<file path="config.mk">
export PLATFORM = sky130hd
export DESIGN_NAME = ddc_cfg_axil_flat
export DESIGN_NICKNAME = d
export VERILOG_FILES = /design/src/rtl/ddc_cfg_axil_if.sv /design/src/rtl/ddc_cfg_axil.sv /design/src/flat_wrapper.sv
export SDC_FILE = /design/constraint.sdc
export NUM_CORES = 1
export LEC_CHECK = 0
export BUFFER_PORTS_ARGS = -buffer_cell sky130_fd_sc_hd__buf_2
export CAP_MARGIN = 20
export CORE_MARGIN = 2
export CORE_UTILIZATION = 50
export DETAILED_ROUTE_END_ITERATION = 12
export PLACE_DENSITY = 0.83
export SETUP_SLACK_MARGIN = 0.3
export SLEW_MARGIN = 10
export SYNTH_ARGS = -nofsm -noshare
export SYNTH_HDL_FRONTEND = slang
export SYNTH_SLANG_ARGS = --single-unit
</file>
<file path="constraint.sdc">
create_clock -name axi_clk -period 3 [get_ports axi_clk]
set_clock_uncertainty 0.15 [all_clocks]
set_input_delay 0.15 -clock axi_clk [delete_from_list [all_inputs] [get_ports axi_clk]]
set_output_delay 0.15 -clock axi_clk [all_outputs]
set_load 0.05 [all_outputs]
</file>
<file path="src/rtl/ddc_cfg_axil_if.sv">
// AXI4-Lite bus bundle for the DDC configuration block (5-bit address, 32-bit data).
interface ddc_cfg_axil_if;
  logic [4:0]  s_axi_awaddr;
  logic        s_axi_awvalid;
  logic        s_axi_awready;
  logic [31:0] s_axi_wdata;
  logic [3:0]  s_axi_wstrb;
  logic        s_axi_wvalid;
  logic        s_axi_wready;
  logic [1:0]  s_axi_bresp;
  logic        s_axi_bvalid;
  logic        s_axi_bready;
  logic [4:0]  s_axi_araddr;
  logic        s_axi_arvalid;
  logic        s_axi_arready;
  logic [31:0] s_axi_rdata;
  logic [1:0]  s_axi_rresp;
  logic        s_axi_rvalid;
  logic        s_axi_rready;

  modport slave (
    input  s_axi_awaddr, s_axi_awvalid, s_axi_wdata, s_axi_wstrb, s_axi_wvalid, s_axi_bready,
    input  s_axi_araddr, s_axi_arvalid, s_axi_rready,
    output s_axi_awready, s_axi_wready, s_axi_bresp, s_axi_bvalid,
    output s_axi_arready, s_axi_rdata, s_axi_rresp, s_axi_rvalid
  );

  modport master (
    output s_axi_awaddr, s_axi_awvalid, s_axi_wdata, s_axi_wstrb, s_axi_wvalid, s_axi_bready,
    output s_axi_araddr, s_axi_arvalid, s_axi_rready,
    input  s_axi_awready, s_axi_wready, s_axi_bresp, s_axi_bvalid,
    input  s_axi_arready, s_axi_rdata, s_axi_rresp, s_axi_rvalid
  );
endinterface

</file>
<file path="src/rtl/ddc_cfg_axil.sv">
// AXI4-Lite configuration slave for a multi-channel DDC: phase table commits, downsample
// rate, enable and resync control.
module ddc_cfg_axil #(
  parameter int unsigned  N_CH   = 4,
  parameter int unsigned  DS_MAX = 1024,
  localparam int unsigned CH_W   = (N_CH > 1) ? $clog2(N_CH) : 1
) (
  input  logic             axi_clk,
  input  logic             axi_rst,
  ddc_cfg_axil_if.slave    axi,
  output logic             phase_wr_en,
  output logic [CH_W-1:0]  phase_wr_ch,
  output logic [63:0]      phase_wr_data,
  output logic [31:0]      ds_rate,
  output logic             ddc_enable,
  output logic             resync
);
  localparam logic [1:0] RespOkay = 2'b00;
  localparam logic [1:0] RespSlvErr = 2'b10;

  typedef enum logic [1:0] {StIdle, StHaveAw, StHaveW, StResp} wr_state_e;

  wr_state_e         wr_state_q;
  logic [2:0]        aw_idx_q;
  logic [31:0]       w_data_q;
  logic [3:0]        w_strb_q;
  logic [CH_W-1:0]   channel_q, channel_d;
  logic [31:0]       pinc_q, pinc_d, poff_q, poff_d, ds_rate_q, ds_rate_d;
  logic              ddc_enable_q, ddc_enable_d, resync_q, resync_d;
  logic [15:0]       status_q;
  logic              phase_wr_en_q;
  logic [CH_W-1:0]   phase_wr_ch_q;
  logic [63:0]       phase_wr_data_q;
  logic              bvalid_q, rvalid_q;
  logic [1:0]        bresp_q, rresp_q, wr_resp, rd_resp;
  logic [31:0]       rdata_q, rd_data, wr_data, ds_merge;
  logic [3:0]        wr_strb;
  logic [2:0]        wr_idx;
  logic              wr_go, commit;

  function automatic logic [31:0] merge_strb(input logic [31:0] old_v, input logic [31:0] new_v,
                                             input logic [3:0] strb);
    logic [31:0] res;
    for (int i = 0; i < 4; i++) res[8*i +: 8] = strb[i] ? new_v[8*i +: 8] : old_v[8*i +: 8];
    return res;
  endfunction

  // Pick address/data from the live channel or from whichever half was captured first.
  always_comb begin
    wr_idx  = (wr_state_q == StHaveAw) ? aw_idx_q : axi.s_axi_awaddr[4:2];
    wr_data = (wr_state_q == StHaveW) ? w_data_q : axi.s_axi_wdata;
    wr_strb = (wr_state_q == StHaveW) ? w_strb_q : axi.s_axi_wstrb;
    unique case (wr_state_q)
      StIdle:   wr_go = axi.s_axi_awvalid & axi.s_axi_wvalid;
      StHaveAw: wr_go = axi.s_axi_wvalid;
      StHaveW:  wr_go = axi.s_axi_awvalid;
      default:  wr_go = 1'b0;
    endcase
  end

  always_comb begin
    channel_d    = channel_q;
    pinc_d       = pinc_q;
    poff_d       = poff_q;
    ds_rate_d    = ds_rate_q;
    ddc_enable_d = ddc_enable_q;
    resync_d     = 1'b0;
    commit       = 1'b0;
    wr_resp      = RespOkay;
    ds_merge     = merge_strb(ds_rate_q, wr_data, wr_strb);
    unique case (wr_idx)
      3'd0: if (wr_strb[0]) begin
        if (wr_data < 32'(N_CH)) begin
          channel_d = wr_data[CH_W-1:0];
          commit    = 1'b1;
        end else begin
          wr_resp = RespSlvErr;
        end
      end
      3'd1: pinc_d = merge_strb(pinc_q, wr_data, wr_strb);
      3'd2: poff_d = merge_strb(poff_q, wr_data, wr_strb);
      3'd3: begin
        if (ds_merge == 32'd0 || ds_merge > 32'(DS_MAX)) wr_resp = RespSlvErr;
        else ds_rate_d = ds_merge;
      end
      3'd4: if (wr_strb[0]) begin
        ddc_enable_d = wr_data[0];
        resync_d     = wr_data[1];
      end
      default: wr_resp = RespSlvErr;
    endcase
  end

  always_comb begin
    rd_data = '0;
    rd_resp = RespOkay;
    unique case (axi.s_axi_araddr[4:2])
      3'd0:    rd_data = 32'(channel_q);
      3'd1:    rd_data = pinc_q;
      3'd2:    rd_data = poff_q;
      3'd3:    rd_data = ds_rate_q;
      3'd4:    rd_data = {31'b0, ddc_enable_q};
      3'd5:    rd_data = {16'b0, status_q};
      default: rd_resp = RespSlvErr;
    endcase
  end

  always_ff @(posedge axi_clk) begin
    if (axi_rst) begin
      wr_state_q      <= StIdle;
      aw_idx_q        <= '0;
      w_data_q        <= '0;
      w_strb_q        <= '0;
      channel_q       <= '0;
      pinc_q          <= '0;
      poff_q          <= '0;
      ds_rate_q       <= 32'd1;
      ddc_enable_q    <= 1'b0;
      resync_q        <= 1'b0;
      status_q        <= '0;
      phase_wr_en_q   <= 1'b0;
      phase_wr_ch_q   <= '0;
      phase_wr_data_q <= '0;
      bvalid_q        <= 1'b0;
      bresp_q         <= RespOkay;
      rvalid_q        <= 1'b0;
      rresp_q         <= RespOkay;
      rdata_q         <= '0;
    end else begin
      phase_wr_en_q <= 1'b0;
      resync_q      <= 1'b0;
      if (wr_go) begin
        channel_q    <= channel_d;
        pinc_q       <= pinc_d;
        poff_q       <= poff_d;
        ds_rate_q    <= ds_rate_d;
        ddc_enable_q <= ddc_enable_d;
        resync_q     <= resync_d;
        bvalid_q     <= 1'b1;
        bresp_q      <= wr_resp;
        wr_state_q   <= StResp;
        if (commit) begin
          phase_wr_en_q   <= 1'b1;
          phase_wr_ch_q   <= channel_d;
          phase_wr_data_q <= {poff_q, pinc_q};
          status_q        <= status_q + 16'd1;
        end
      end else begin
        unique case (wr_state_q)
          StIdle: begin
            if (axi.s_axi_awvalid) begin
              aw_idx_q   <= axi.s_axi_awaddr[4:2];
              wr_state_q <= StHaveAw;
            end else if (axi.s_axi_wvalid) begin
              w_data_q   <= axi.s_axi_wdata;
              w_strb_q   <= axi.s_axi_wstrb;
              wr_state_q <= StHaveW;
            end
          end
          StResp: if (axi.s_axi_bready) begin
            bvalid_q   <= 1'b0;
            wr_state_q <= StIdle;
          end
          default: ;
        endcase
      end
      // Reads sample registers before this cycle's write lands.
      if (rvalid_q) begin
        if (axi.s_axi_rready) rvalid_q <= 1'b0;
      end else if (axi.s_axi_arvalid) begin
        rvalid_q <= 1'b1;
        rdata_q  <= rd_data;
        rresp_q  <= rd_resp;
      end
    end
  end

  assign axi.s_axi_awready = ~axi_rst & ((wr_state_q == StIdle) | (wr_state_q == StHaveW));
  assign axi.s_axi_wready  = ~axi_rst & ((wr_state_q == StIdle) | (wr_state_q == StHaveAw));
  assign axi.s_axi_bvalid  = bvalid_q;
  assign axi.s_axi_bresp   = bresp_q;
  assign axi.s_axi_arready = ~axi_rst & ~rvalid_q;
  assign axi.s_axi_rvalid  = rvalid_q;
  assign axi.s_axi_rresp   = rresp_q;
  assign axi.s_axi_rdata   = rdata_q;

  assign phase_wr_en   = phase_wr_en_q;
  assign phase_wr_ch   = phase_wr_ch_q;
  assign phase_wr_data = phase_wr_data_q;
  assign ds_rate       = ds_rate_q;
  assign ddc_enable    = ddc_enable_q;
  assign resync        = resync_q;

  logic unused_addr_lsb;
  assign unused_addr_lsb = ^{axi.s_axi_awaddr[1:0], axi.s_axi_araddr[1:0]};
endmodule

</file>
<file path="src/flat_wrapper.sv">
// flat-port wrapper written by rule: the top's interface ports become plain ports
module ddc_cfg_axil_flat 
#(
  parameter int unsigned  N_CH   = 4,
  parameter int unsigned  DS_MAX = 1024,
  localparam int unsigned CH_W   = (N_CH > 1) ? $clog2(N_CH) : 1
)
  (axi_clk, axi_rst, phase_wr_en, phase_wr_ch, phase_wr_data, ds_rate, ddc_enable, resync, axi_s_axi_awaddr, axi_s_axi_awvalid, axi_s_axi_wdata, axi_s_axi_wstrb, axi_s_axi_wvalid, axi_s_axi_bready, axi_s_axi_araddr, axi_s_axi_arvalid, axi_s_axi_rready, axi_s_axi_awready, axi_s_axi_wready, axi_s_axi_bresp, axi_s_axi_bvalid, axi_s_axi_arready, axi_s_axi_rdata, axi_s_axi_rresp, axi_s_axi_rvalid);
  ddc_cfg_axil_if axi_i ();
  input  logic axi_clk;
  input  logic axi_rst;
  output logic phase_wr_en;
  output logic [CH_W-1:0] phase_wr_ch;
  output logic [63:0] phase_wr_data;
  output logic [31:0] ds_rate;
  output logic ddc_enable;
  output logic resync;
  input wire logic [$bits(axi_i.s_axi_awaddr)-1:0] axi_s_axi_awaddr;
  input wire logic [$bits(axi_i.s_axi_awvalid)-1:0] axi_s_axi_awvalid;
  input wire logic [$bits(axi_i.s_axi_wdata)-1:0] axi_s_axi_wdata;
  input wire logic [$bits(axi_i.s_axi_wstrb)-1:0] axi_s_axi_wstrb;
  input wire logic [$bits(axi_i.s_axi_wvalid)-1:0] axi_s_axi_wvalid;
  input wire logic [$bits(axi_i.s_axi_bready)-1:0] axi_s_axi_bready;
  input wire logic [$bits(axi_i.s_axi_araddr)-1:0] axi_s_axi_araddr;
  input wire logic [$bits(axi_i.s_axi_arvalid)-1:0] axi_s_axi_arvalid;
  input wire logic [$bits(axi_i.s_axi_rready)-1:0] axi_s_axi_rready;
  output wire logic [$bits(axi_i.s_axi_awready)-1:0] axi_s_axi_awready;
  output wire logic [$bits(axi_i.s_axi_wready)-1:0] axi_s_axi_wready;
  output wire logic [$bits(axi_i.s_axi_bresp)-1:0] axi_s_axi_bresp;
  output wire logic [$bits(axi_i.s_axi_bvalid)-1:0] axi_s_axi_bvalid;
  output wire logic [$bits(axi_i.s_axi_arready)-1:0] axi_s_axi_arready;
  output wire logic [$bits(axi_i.s_axi_rdata)-1:0] axi_s_axi_rdata;
  output wire logic [$bits(axi_i.s_axi_rresp)-1:0] axi_s_axi_rresp;
  output wire logic [$bits(axi_i.s_axi_rvalid)-1:0] axi_s_axi_rvalid;
  assign axi_i.s_axi_awaddr = axi_s_axi_awaddr;
  assign axi_i.s_axi_awvalid = axi_s_axi_awvalid;
  assign axi_i.s_axi_wdata = axi_s_axi_wdata;
  assign axi_i.s_axi_wstrb = axi_s_axi_wstrb;
  assign axi_i.s_axi_wvalid = axi_s_axi_wvalid;
  assign axi_i.s_axi_bready = axi_s_axi_bready;
  assign axi_i.s_axi_araddr = axi_s_axi_araddr;
  assign axi_i.s_axi_arvalid = axi_s_axi_arvalid;
  assign axi_i.s_axi_rready = axi_s_axi_rready;
  assign axi_s_axi_awready = axi_i.s_axi_awready;
  assign axi_s_axi_wready = axi_i.s_axi_wready;
  assign axi_s_axi_bresp = axi_i.s_axi_bresp;
  assign axi_s_axi_bvalid = axi_i.s_axi_bvalid;
  assign axi_s_axi_arready = axi_i.s_axi_arready;
  assign axi_s_axi_rdata = axi_i.s_axi_rdata;
  assign axi_s_axi_rresp = axi_i.s_axi_rresp;
  assign axi_s_axi_rvalid = axi_i.s_axi_rvalid;
  ddc_cfg_axil #(.N_CH(N_CH), .DS_MAX(DS_MAX)) u_core (.axi_clk(axi_clk), .axi_rst(axi_rst), .axi(axi_i), .phase_wr_en(phase_wr_en), .phase_wr_ch(phase_wr_ch), .phase_wr_data(phase_wr_data), .ds_rate(ds_rate), .ddc_enable(ddc_enable), .resync(resync));
endmodule
</file>
==> results of run 1 <==
## path summary, 6_finish.rpt
check / to / slack [ns] / start
worst min-delay path: u_core.axi.s_axi_rdata[2]$_SDFFE_PP0P_ / 0.19 / axi_s_axi_araddr[2]
worst min register to register: u_core.phase_wr_data[41]$_SDFFE_PP0P_ / 0.30 / u_core.phase_wr_data[41]$_SDFFE_PP0P_
worst max register to register: u_core.status_q[14]$_SDFFE_PP0P_ / 0.08 / u_core.wr_state_q[0]$_SDFFE_PP0P_
worst max-delay path: u_core.status_q[14]$_SDFFE_PP0P_ / 0.08 / u_core.wr_state_q[0]$_SDFFE_PP0P_
## kinds of logic (layout without fill, tap and decap cells)
family          Yosys count  in the layout  share of synthesized area (%)
compound gates          281            281                           16.0
other cells               1              3                         0.0330
xor+xnor                  2              2                          0.154
simple gates            516            517                           20.7
fa+ha+maj                 5              5                          0.550
flops                   260            260                           45.8
buf+inv                 104            370                           3.92
mux                     140            140                           12.9
## Yosys cell counts, types with 2 or more instances
cell type / instances
o311ai_0: 5
a31o_1: 6
nor4b_1: 6
nand2_1: 254
buf_2: 14
nand4_1: 6
o31ai_1: 9
or2_2: 3
a41o_1: 3
buf_4: 2
o21a_1: 6
nor4_1: 19
o211ai_1: 2
nor3_1: 9
mux2_2: 53
and3b_1: 3
nor3b_1: 23
a22o_1: 30
dfxtp_1: 260
xnor2_1: 2
nand2b_1: 4
buf_1: 2
or4_1: 7
inv_1: 12
o21ai_0: 24
buf_6: 4
nand3b_1: 2
nor2b_1: 7
and3_1: 9
a31oi_1: 8
or3_1: 6
a21oi_1: 133
a221oi_1: 3
clkbuf_1: 69
nor2_1: 134
and2_1: 2
ha_1: 5
mux2i_1: 86
o41ai_1: 4
nand3_1: 12
a22oi_1: 32
## cells in the final DEF, fill, tap and decap left out, drive strengths merged, types with 30 or more instances in the layout
cell	n
nand2	254
clkbuf	39
mux2	54
dlygate4sd3	46
a22oi	32
a21oi	133
mux2i	86
a22o	30
dfxtp	260
nor2	134
buf	259
## stage by stage
step | cells | hold WS, ns | TNS [ns]
floorplan | 1310 | 0.136 | 0
global placement | 1738 | 0.261 | 0
detailed placement | 1738 | 0.262 | -0.0739
CTS | 1852 | 0.156 | 0
global route | 1863 | 0.217 | 0
finish | 1863 | 0.192 | 0
## power groups by stage
stage               combinational, mW  clock, mW  sequential [mW]
finish                           2.08       3.56             3.71
detailed placement               1.73          0             3.76
global route                     2.19       3.70             3.71
CTS                              1.95       3.52             3.69
floorplan                        1.19          0             3.79
global placement                 1.69          0             3.76
## state kept, by name, summed over array words and instances (netlist names), 2 cells and up
name / count
u_core.phase_wr_data: 64
u_core.axi.s_axi_rdata: 32
u_core.ds_rate: 32
u_core.pinc_q: 32
u_core.poff_q: 32
u_core.w_data_q: 32
u_core.status_q: 16
u_core.w_strb_q: 4
u_core.aw_idx_q: 3
u_core.channel_q: 2
u_core.phase_wr_ch: 2
u_core.wr_state_q: 2
## metal layers
layer  vias up  global-route usage, %  share of wire (%)
met5         -                      0                  0
met4         0                   12.4                5.1
met3       200                   5.63                 10
met2       843                   48.6                 47
met1      5604                   37.5                 38
li1       5116                      -                  -
## layout make-up
class / count / area [um2] / share of cell area, %
multi-input cells: 947 / 6460 / 42.2
diodes: 1 / 2.50 / 0.0163
clock buffers: 35 / 754 / 4.93
repair buffers: 310 / 2300 / 15.0
inverters: 13 / 48.8 / 0.319
flip-flops and latches: 260 / 5210 / 34.0
well taps: 285 / 357 / 2.33
clock inverters: 12 / 183 / 1.19
## timing repair
action	CTS	global route
hold endpoints to repair	129	0
resized for setup	34	161
cloned	4	5
pin swaps	17	71
endpoints found under the setup margin	116	116
setup buffers	17	4
hold buffers	46	0
## worst min-delay path, delay by kind of cell
family                 cells  cell delay [ns]
AO/OA/AOI/OAI              2             0.25
AND/OR/NAND/NOR            1             0.08
buffers and inverters      1             0.35
==> metrics.md, run 1 <==
| Metric | Value |
|---|---|
| Result of the run | finished, final reports clean |
| Endpoints failing setup | 0 |
| Switching component of the power | 2.79 mW |
| Number of fill cells | 1525 |
| Maximum clock frequency | 343 MHz |
| Reg2reg path depth | 11 |
| Final hold violations | 0 |
| Worst slack at placement | -0.0739 ns |
| Bufs and invs on worst path | 6 |
| Signed area change from the synthesized netlist to the final layout | 34.6% |
| Post-synthesis cell area | 0.0114 mm2 |
| Transition time of the tightest slew-check pin | 0.921 ns |
| Leading area contributor after synthesis | dfxtp_1 |
| Number of pins with negative max-slew slack in the final report | 0 |
| First-pass iteration count of the detailed router | 6 |
| Placeable core region | about 0.023 mm2 |
| Cell class contributing the biggest share of worst-path delay | buffers and inverters |
| Biggest cell delay along the critical path | ~0.52 ns |
| Crit share post-route | a little over nine tenths |
| Wire length of the first global-routing pass | ~57000 um |
| Proportion of power drawn by flip-flops and latches | 39.7% |
| Row Count | 55 |
| Wirelength, routed | around 41000 um |
| Post-detailed-route via-to-cell ratio | between 6 and 7 |
| CP max-delay cell | o41ai_2 |
| Post-detailed-route wirelength per cell | roughly 22 um |
| Endpoint required time on the critical path | 3.23 ns |
| Peak supply drop | between 0.4 and 0.5 mV |
| HPWL after DPL | 24300 um |
| Horiz. Die Dim | between 150 and 200 um |
| Sequential element share of the synthesized area | 45.8% |
| Biggest fanout along the worst timing path | 9 |
| Endpoint class of the critical path | register |
| Clock sink count | between 200 and 300 |
| Ratio of cells with drive above 1 in the final layout | 32.3% |
| Class of the tightest hold or removal check | input pin to register |
| Worst slew margin relative to its limit | between 30% and 40% |
| Count of pins on the block boundary | 195 |
| Max clock buf depth | 3 |
| Placer's final routability congestion estimate | ~0.9 |
| Count of vias placed by the detailed router | between 10000 and 15000 |
| Clock transition at the register clock pins on the worst setup and hold paths after CTS | ~0.070 ns |
| Category of the worst setup path launch point | register |
| Worst setup slack after layout | just over 0.08 ns |
| Fraction of registers with async set/reset | 0% |
| Post-Synthesis Cells | 1309 |
| Final core utilization | 68.0% |
| Fraction of power consumed by the clock network | a little under two fifths |
| Post-layout power | 9.34 mW |
| Average footprint of a synthesized cell | slightly below 9 um2 |
| Number of distinct standard cells referenced by the synthesized netlist | 70 |
| Final global-route overflow total | 0 |
| Number of design rule violations left after detail routing | 0 |
| Levels on crit path | 11 |
| Clock latency at the later pin of the worst-skew pair | between 0.5 and 0.6 ns |
| Root Driver | clkbuf_16 |
| Number of synthesized flops with an enable pin | 0 |
| WP data arrival | between 3 and 4 ns |
| Initial antenna violation count | 1 |
| Pin count of the biggest net entering global routing | 105 |
| TritonCTS clock tree | yes |
| P per Cell Area | between 600 and 700 mW/mm2 |
| Antenna-violating nets left | 0 |
| Combinational Power Share | approximately 22% |
| Main area contributors after synthesis | dfxtp_1, nand2_1, mux2i_1 |
| Die area | between 0.02 and 0.025 mm2 |
| Power Internal | approximately 6.6 mW |
| Global Route Usage Sum | a little under 30% |
| Leak | approximately 6.9 nW |
| Chip height | around 150 um |
| Max-cap violations | 0 |
| Top-area cell type share of the netlist area | a little under half |
| Number of H-tree branching levels | 1 |
| Clock buffer count from CTS | 26 |
| Number of global-route vias before repair | approximately 11000 |
| Clock period minus worst slack | a little under 3 ns |
| Net count reported at finish | approximately 1600 |
| Cell breakdown of the critical path | inv_2 -> ha_4 -> buf_8 -> buf_4 -> inv_1 -> nand2_1 -> a222oi_1 -> buf_4 -> nand3_4 -> buf_8 -> o41ai_2 |
| Ys flop type | dfxtp_1 |
| Placement-stage cell area | 0.0127 mm2 |
| Design Area, Final | approximately 0.015 mm2 |
| Share of total power consumed by net switching | 29.9% |
| Number of synthesized register bits | 260 |
| Worst hold path stage count | 4 |
| Class of the most critical setup path | register to register |
| Initial Utilization | between 50% and 60% |
| Total of buffers placed on input and output ports | 188 |
| Number of warning messages in the yosys log | 0 |
| Setup repair after global routing missed its margin | true |
| Initial DRC Count | around 1700 |
Note: power is estimated with default switching activity, not from simulation.
==> inputs of run 2 (changes only) <==
--- a/config.mk
+++ b/config.mk
@@ -5,6 +5,7 @@
 export SDC_FILE = /design/constraint.sdc
 export NUM_CORES = 1
 export LEC_CHECK = 0
+export ABC_AREA = 1
 export BUFFER_PORTS_ARGS = -buffer_cell sky130_fd_sc_hd__buf_2
 export CAP_MARGIN = 20
 export CORE_MARGIN = 2
==> run 2 against run 1 <==
Effect of this change:
- hold slack got worse by 0.17 ns
- clock-buffer cell count rose by 2
- setup slack improved by 0.25 ns
- fmax rose by 9.2%
- non-clock buffer count fell by 3
- cell count rose by 17%
- sequential power rose by 1%
- area after synthesis rose by 0.48%
- core utilization fell by 3.0 points
- wire length fell by 10%
- total power rose by 6.3%
- combinational power rose by 43%
- largest power group unchanged
- highest routed layer unchanged
==> metrics.md, run 2 <==
| Metric | Value |
|---|---|
| Worst slew margin relative to its limit | 40.8% (+2.6 points) |
| First-pass iteration count of the detailed router | 6 (unchanged) |
| Endpoint class of the critical path | register |
| Post-synthesis cell area | 0.0114 mm2 (+0.48%) |
| Root Driver | clkbuf_16 |
| Leading area contributor after synthesis | dfxtp_1 |
| Number of synthesized register bits | 260 (unchanged) |
| Initial DRC Count | 1479 (-13%) |
| Placeable core region | 0.0226 mm2 (+0.31%) |
| Main area contributors after synthesis | dfxtp_1, nand2_1, o21ai_0 |
| Placer's final routability congestion estimate | 0.925 (+1.2%) |
| Number of design rule violations left after detail routing | 0 (unchanged) |
| Pin count of the biggest net entering global routing | 93 (-11%) |
| Horiz. Die Dim | 155 um (+0.24%) |
| Clock period minus worst slack | 2.67 ns (-0.246 ns) |
| Total of buffers placed on input and output ports | 188 (unchanged) |
| Class of the most critical setup path | register to register |
| Final global-route overflow total | 0 (unchanged) |
| Number of distinct standard cells referenced by the synthesized netlist | 38 (-46%) |
| Max reg flops | 64 (unchanged) |
| Antenna-violating nets left | 0 (unchanged) |
| Setup TNS | 0 ns (unchanged) |
| Setup repair after global routing missed its margin | true |
| Commonest cells in the synthesized netlist | nand2_1, dfxtp_1, inv_1, o21ai_0, nand3_1 |
| Number of cells in the finished layout apart from fillers | 2181 (+17%) |
| Number of global-route vias before repair | 10500 (-3.5%) |
| Ant. Diodes | 0 (-1) |
| Initial antenna violation count | 1 (unchanged) |
| Final hold violations | 0 (unchanged) |
| Max-cap violations | 0 (unchanged) |
| WP data arrival | 2.98 ns (-0.17 ns) |
| Post-detailed-route wirelength per cell | 16.8 um (-23%) |
| Sequential element share of the synthesized area | 45.5% (-0.22 points) |
| Net count reported at finish | 1935 (+20%) |
| Signed area change from the synthesized netlist to the final layout | 28.4% |
| Clock sink count | 260 (unchanged) |
| Clock transition at the register clock pins on the worst setup and hold paths after CTS | 0.06 ns (about the same) |
| Power Internal | 6.51 mW (-0.64%) |
| TritonCTS clock tree | yes |
| Worst Hold Margin | 0.0188 ns (-0.173 ns) |
| Switching component of the power | 3.42 mW (+23%) |
| Combinational Power Share | 30.0% (+7.7 points) |
| Fraction of power consumed by the clock network | 32.2% (-5.9 points) |
| Most common cell after layout, fill and taps aside | nand2_1 |
| Count of pins on the block boundary | 195 (unchanged) |
| Global Route Usage Sum | 27.8% (-1.5 points) |
| Biggest fanout along the worst timing path | 15 (+6) |
| Transition time of the tightest slew-check pin | 0.888 ns (-0.0329 ns) |
| Clock buffer count from CTS | 26 (unchanged) |
| Number of H-tree branching levels | 1 (unchanged) |
| HPWL after DPL | 24400 um (+0.49%) |
| Proportion of power drawn by flip-flops and latches | 37.8% (-1.9 points) |
| Average footprint of a synthesized cell | 6.99 um2 (-20%) |
| Result of the run | finished, final reports clean |
| Share of total power consumed by net switching | 34.5% (+4.6 points) |
| Dpl cells | 2066 (+19%) |
| Clock latency at the later pin of the worst-skew pair | 0.54 ns (about the same) |
| Number of synthesized flops with an enable pin | 0 (unchanged) |
| Max clock buf depth | 3 (unchanged) |
| Post-Synthesis Cells | 1634 (+25%) |
| Worst slack at placement | -0.0126 ns (+0.0613 ns) |
| Post-detailed-route via-to-cell ratio | 5.50 (-13%) |
| Count of vias placed by the detailed router | 12000 (+2.0%) |
| Chip height | 155 um (+0.24%) |
| Number of pins with negative max-slew slack in the final report | 0 (unchanged) |
| Ratio of cells with drive above 1 in the final layout | 19.1% (-13 points) |
| Wirelength, routed | 36600 um (-10%) |
| Leak | 6.62 nW (-4.2%) |
| Row Count | 55 (unchanged) |
| Most frequently used cell type in the post-synthesis netlist | nand2_1 |
| Endpoints failing setup | 0 (unchanged) |
| Top-area cell type share of the netlist area | 45.5% (-0.22 points) |
| Category of the worst setup path launch point | register |
| Fraction of registers with async set/reset | 0% (unchanged) |
| Die area | 0.0241 mm2 (+0.47%) |
| Worst setup slack after layout | 0.330 ns (+0.246 ns) |
| Crit share post-route | 89.0% (-8.2 points) |
| Wire length of the first global-routing pass | 54300 um (-5.1%) |
| Maximum clock frequency | 374 MHz (+9.2%) |
| Class of the tightest hold or removal check | input pin to register |
| Ys flop type | dfxtp_1 |
| Number of warning messages in the yosys log | 0 (unchanged) |
| Most frequent cells in the layout | nand2_1, dfxtp_1, inv_1 |
| Initial Utilization | 50.6% (+0.090 points) |
| Endpoint required time on the critical path | 3.31 ns (+0.08 ns) |
| Peak supply drop | 0.363 mV (-14%) |
| P per Cell Area | 677 mW/mm2 (+11%) |
run 2: changes by cell type after synthesis, moves of 30 or more:
cell	before	now
nand2_1	254	350
mux2i_1	86	0
a22o_1	30	0
o21ai_0	24	170
nand3_1	12	157
inv_1	12	204
mux2_2	53	0
o21ai_1	1	42
run 2: power groups by stage:
stage | logic, mW | clock network [mW] | registers, mW
6_report | 2.98 | 3.20 | 3.76
5_1_grt | 3.24 | 3.36 | 3.77
2_1_floorplan | 1.62 | 0 | 3.85
4_1_cts | 2.49 | 3.21 | 3.74
3_3_place_gp | 2.27 | 0 | 3.81
3_5_place_dp | 2.31 | 0 | 3.82
run 2: final timing paths:
check | from | slack (ns) | end | cells after the start
max | u_core.wr_state_q[0]$_SDFFE_PP0P_ | 0.33 | u_core.phase_wr_data[20]$_SDFFE_PP0P_ | 17
min | axi_s_axi_arvalid | 0.02 | u_core.axi.s_axi_rdata[16]$_SDFFE_PP0P_ | 6
max reg2reg | u_core.wr_state_q[0]$_SDFFE_PP0P_ | 0.33 | u_core.phase_wr_data[20]$_SDFFE_PP0P_ | 17
min reg2reg | u_core.axi.s_axi_rdata[6]$_SDFFE_PP0P_ | 0.31 | u_core.axi.s_axi_rdata[6]$_SDFFE_PP0P_ | 2
run 2: logic make-up after synthesis:
| logic type | after synthesis | share of synthesized area, % |
|---|---|---|
| flip-flops | 260 | 45.5 |
| XOR/XNOR | 3 | 0.230 |
| AND/OR/NAND/NOR | 657 | 24.4 |
| AO/OA/AOI/OAI | 399 | 18.4 |
| other | 1 | 0.0328 |
| adder cells (fa/ha/maj) | 5 | 0.547 |
| buffers and inverters | 309 | 10.8 |
run 2: timing repair:
item | 4_1_cts | 5_1_grt
gates resized for setup | 17 | 72
setup endpoints to repair | 129 | 128
hold endpoints to repair | 53 | 0
cloned | 2 | 8
pin swaps | 0 | 14
setup buffers | 0 | 5
hold buffers | 54 | 0
run 2: through the flow:
stage / power, mW / area, um2 / util [%]
after floorplan: 5.47 / 11400 / -
after global placement: 6.08 / 12800 / 56.5
after detailed placement: 6.13 / 12800 / 56.5
after CTS: 9.44 / 14200 / 63.0
after global routing: 10.4 / 14700 / 65.0
final: 9.93 / 14700 / 65.0
run 2: worst max-delay path, stage by stage (launching register included):
cell and delay, ns:
dfxtp_4 0.35, inv_4 0.07, ha_4 0.24, inv_8 0.08
clkbuf_16 0.17, nand2_4 0.06, nand2_4 0.05, nor2_1 0.10
and2_0 0.13, nand2_1 0.07, nor2_2 0.20, nand2_2 0.15
inv_4 0.10, nand2_4 0.07, nor2_4 0.16, inv_6 0.10
buf_12 0.17, o21ai_0 0.17
run 2: area by class of cell:
type                            count  area, um2
Timing Repair Buffer              307       2220
Inverter                          215        830
Clock inverter                     10       83.8
Tap cell                          285        357
Fill cell                        1905       7900
Clock buffer                       37        743
Multi-Input combinational cell   1067       5230
Sequential cell                   260       5210
run 2: layer usage:
| metal | vias to the layer above | routed length (um) | track usage (%) |
|---|---|---|---|
| met5 | - | 0 | 0 |
| li1 | 5816 | - | - |
| met3 | 94 | 3360 | 4.51 |
| met1 | 5494 | 15900 | 40.2 |
| met2 | 599 | 15900 | 41.9 |
| met4 | 0 | 1430 | 10.4 |
==> inputs of run 3 (changes only) <==
--- a/config.mk
+++ b/config.mk
@@ -12,6 +12,7 @@
 export CORE_UTILIZATION = 50
 export DETAILED_ROUTE_END_ITERATION = 12
 export PLACE_DENSITY = 0.83
+export RECOVER_POWER = 50
 export SETUP_SLACK_MARGIN = 0.3
 export SLEW_MARGIN = 10
 export SYNTH_ARGS = -nofsm -noshare
==> run 3 against run 2 <==
Effect of this change:
- core utilization down 0.88 points
- highest routed layer unchanged
- combinational power about the same
- critical path type unchanged
- sequential power barely moved
- cell count is the same
==> metrics.md, run 3 (synthesized netlist as in run 2, its figures left out) <==
| Metric | Value |
|---|---|
| HPWL after DPL | 24400 um (unchanged) |
| Wire length of the first global-routing pass | 54300 um (unchanged) |
| Wirelength, routed | 36700 um (+0.31%) |
| Initial Utilization | 50.6% (unchanged) |
| Post-detailed-route wirelength per cell | 16.8 um (+0.31%) |
| Worst path most repeated cell | nand2_1 |
| Most common cell after layout, fill and taps aside | nand2_1 |
| Ant. Diodes | 0 (unchanged) |
| Design Area, Final | 0.0145 mm2 (-1.3%) |
| Number of fill cells | 1985 (+4.2%) |
| Class of the most critical setup path | register to register |
| Critical hold path startpoint | axi_s_axi_arvalid |
| Met3 Use GR | 4.51% (unchanged) |
| Pin count of the biggest net entering global routing | 93 (unchanged) |
| Reg2reg path depth | 11 (-6) |
| Post-layout power | 9.92 mW (-0.18%) |
| Number of design rule violations left after detail routing | 0 (unchanged) |
| Net count reported at finish | 1935 (unchanged) |
| Die area | 0.0241 mm2 (unchanged) |
| Bufs and invs on worst path | 4 (-2) |
| Leak | 5.99 nW (-9.5%) |
| Number of pins with negative max-slew slack in the final report | 0 (unchanged) |
| Cell class contributing the biggest share of worst-path delay | buffers and inverters |
| Share of total power consumed by net switching | 34.5% (+0.055 points) |
| Biggest cell delay along the critical path | 0.61 ns (+0.26 ns) |
| Setup TNS | 0 ns (unchanged) |
| Worst Hold Margin | 0.0215 ns (+0.00277 ns) |
| Clock transition at the register clock pins on the worst setup and hold paths after CTS | 0.06 ns (about the same) |
| Transition time of the tightest slew-check pin | 0.884 ns (-0.00412 ns) |
| Global Route Usage Sum | 27.8% (unchanged) |
| GR Layer Usage met1 | 40.2% (unchanged) |
| Count of pins on the block boundary | 195 (unchanged) |
| Crit share post-route | 94.6% (+5.6 points) |
| Max clock buf depth | 3 (unchanged) |
| Fraction of power consumed by the clock network | 32.3% (about the same) |
| Levels on crit path | 11 (-6) |
| TritonCTS clock tree | yes |
| Class of the tightest hold or removal check | input pin to register |
| Category of the worst setup path launch point | register |
| Most frequent cells in the layout | nand2_1, dfxtp_1, inv_1 |
| P per Cell Area | 685 mW/mm2 (+1.2%) |
| Max-cap violations | 0 (unchanged) |
| Endpoint class of the critical path | register |
| First-pass iteration count of the detailed router | 6 (unchanged) |
| Peak supply drop | 0.356 mV (-2.1%) |
| Row Count | 55 (unchanged) |
| Result of the run | finished, final reports clean |
| Setup repair after global routing missed its margin | true |
| Origin of the worst setup path | u_core.wr_state_q[0]$_SDFFE_PP0P_ |
| Clock buffer count from CTS | 26 (unchanged) |
| Met2 layer usage reported by global route | 41.9% (unchanged) |
| Clock period minus worst slack | 2.84 ns (+0.167 ns) |
| Final hold violations | 0 (unchanged) |
| CP max-delay cell | clkbuf_2 |
| Combinational Power Share | 29.8% (-0.2 points) |
| Placement-stage cell area | 0.0128 mm2 (unchanged) |
| Maximum clock frequency | 352 MHz (-5.9%) |
| Clock latency at the later pin of the worst-skew pair | 0.54 ns (about the same) |
| Placer's final routability congestion estimate | 0.925 (unchanged) |
| Biggest fanout along the worst timing path | 37 (+22) |
| Antenna-violating nets left | 0 (unchanged) |
| Clock sink count | 260 (unchanged) |
| Max reg flops | 64 (unchanged) |
| Proportion of power drawn by flip-flops and latches | 37.9% (about the same) |
| Dpl cells | 2066 (unchanged) |
| Root Driver | clkbuf_16 |
| Number of global-route vias before repair | 10500 (unchanged) |
| Total of buffers placed on input and output ports | 188 (unchanged) |
| Power Internal | 6.49 mW (-0.26%) |
| Global route hottest layer | met2 |
| Endpoints failing setup | 0 (unchanged) |
| Launch instance of the worst register-to-register path | u_core.wr_state_q[0]$_SDFFE_PP0P_ |
| Ratio of cells with drive above 1 in the final layout | 11.4% (-7.7 points) |
| Number of cells in the finished layout apart from fillers | 2181 (unchanged) |
| Worst hold path stage count | 6 (unchanged) |
| Post-detailed-route via-to-cell ratio | 5.53 (+0.47%) |
| Number of H-tree branching levels | 1 (unchanged) |
| Initial antenna violation count | 1 (unchanged) |
| Final global-route overflow total | 0 (unchanged) |
| Endpoint required time on the critical path | 3.31 ns (about the same) |
| Worst slew margin relative to its limit | 41.1% (+0.27 points) |
| WP data arrival | 3.14 ns (+0.16 ns) |
| Signed area change from the synthesized netlist to the final layout | 26.7% |
| Horiz. Die Dim | 155 um (unchanged) |
| Switching component of the power | 3.42 mW (about the same) |
| Cell breakdown of the critical path | inv_4 -> ha_4 -> inv_8 -> buf_16 -> nand2_1 -> nand3_1 -> nand2_1 -> nor3_1 -> clkbuf_2 -> o21ai_0 -> a21oi_1 |
| Initial DRC Count | 1472 (-0.47%) |
| Count of vias placed by the detailed router | 12100 (+0.47%) |
| Chip height | 155 um (unchanged) |
| Placeable core region | 0.0226 mm2 (unchanged) |
## run 3: final timing paths
path	to	slack [ns]
worst min register to register	u_core.axi.s_axi_rdata[6]$_SDFFE_PP0P_	0.31
worst max register to register	u_core.w_data_q[14]$_SDFFE_PP0P_	0.16
worst min-delay path	u_core.axi.s_axi_rdata[16]$_SDFFE_PP0P_	0.02
worst max-delay path	u_core.w_data_q[14]$_SDFFE_PP0P_	0.16
## run 3: final cells by class
cell class	count	area [um2]	share of cell area [%]
Multi-Input combinational cell	1067	5220	36.1
Sequential cell	260	5210	36.0
Timing Repair Buffer	307	2030	14.1
Inverter	215	830	5.73
Clock buffer	37	743	5.13
Tap cell	285	357	2.46
Clock inverter	10	83.8	0.579
## run 3: what timing repair did
item	in CTS	in global routing
resized for setup	17	72
gates cloned	2	8
endpoints found under the setup margin	129	128
pin swaps	0	14
buffers inserted	0	5
hold endpoints to repair	53	0
hold buffers	54	0
## run 3: power by group through the flow
| stage | Sequential [mW] | Clock (mW) | Combinational, mW |
|---|---|---|---|
| 5_1_grt | 3.77 | 3.36 | 3.22 |
| 4_1_cts | 3.74 | 3.21 | 2.49 |
| 3_5_place_dp | 3.82 | 0 | 2.31 |
| 3_3_place_gp | 3.81 | 0 | 2.27 |
| 6_report | 3.76 | 3.20 | 2.96 |
| 2_1_floorplan | 3.85 | 0 | 1.62 |
## run 3: stage by stage
stage | util (%) | setup slack (ns)
2_1_floorplan | - | 0.613
3_3_place_gp | 56.5 | 0.146
3_5_place_dp | 56.5 | -0.0126
4_1_cts | 63.0 | 0.308
5_1_grt | 64.1 | 0.121
6_report | 64.1 | 0.163
## run 3: worst reg2reg max path: cells and delay by family, from the launching register on
kind                       cells  cell delay, ns
adders and majority gates      1            0.21
DFF                            1            0.36
and+or+nand+nor                4            0.73
AOI/OAI and AO/OA              2            0.40
buffers and inverters          4            0.93
## run 3: per-layer routing
metal	part of all wire, %	wire (um)
met1	43	15800
met2	43	15700
met3	10	3660
met4	4.3	1590
met5	0	0
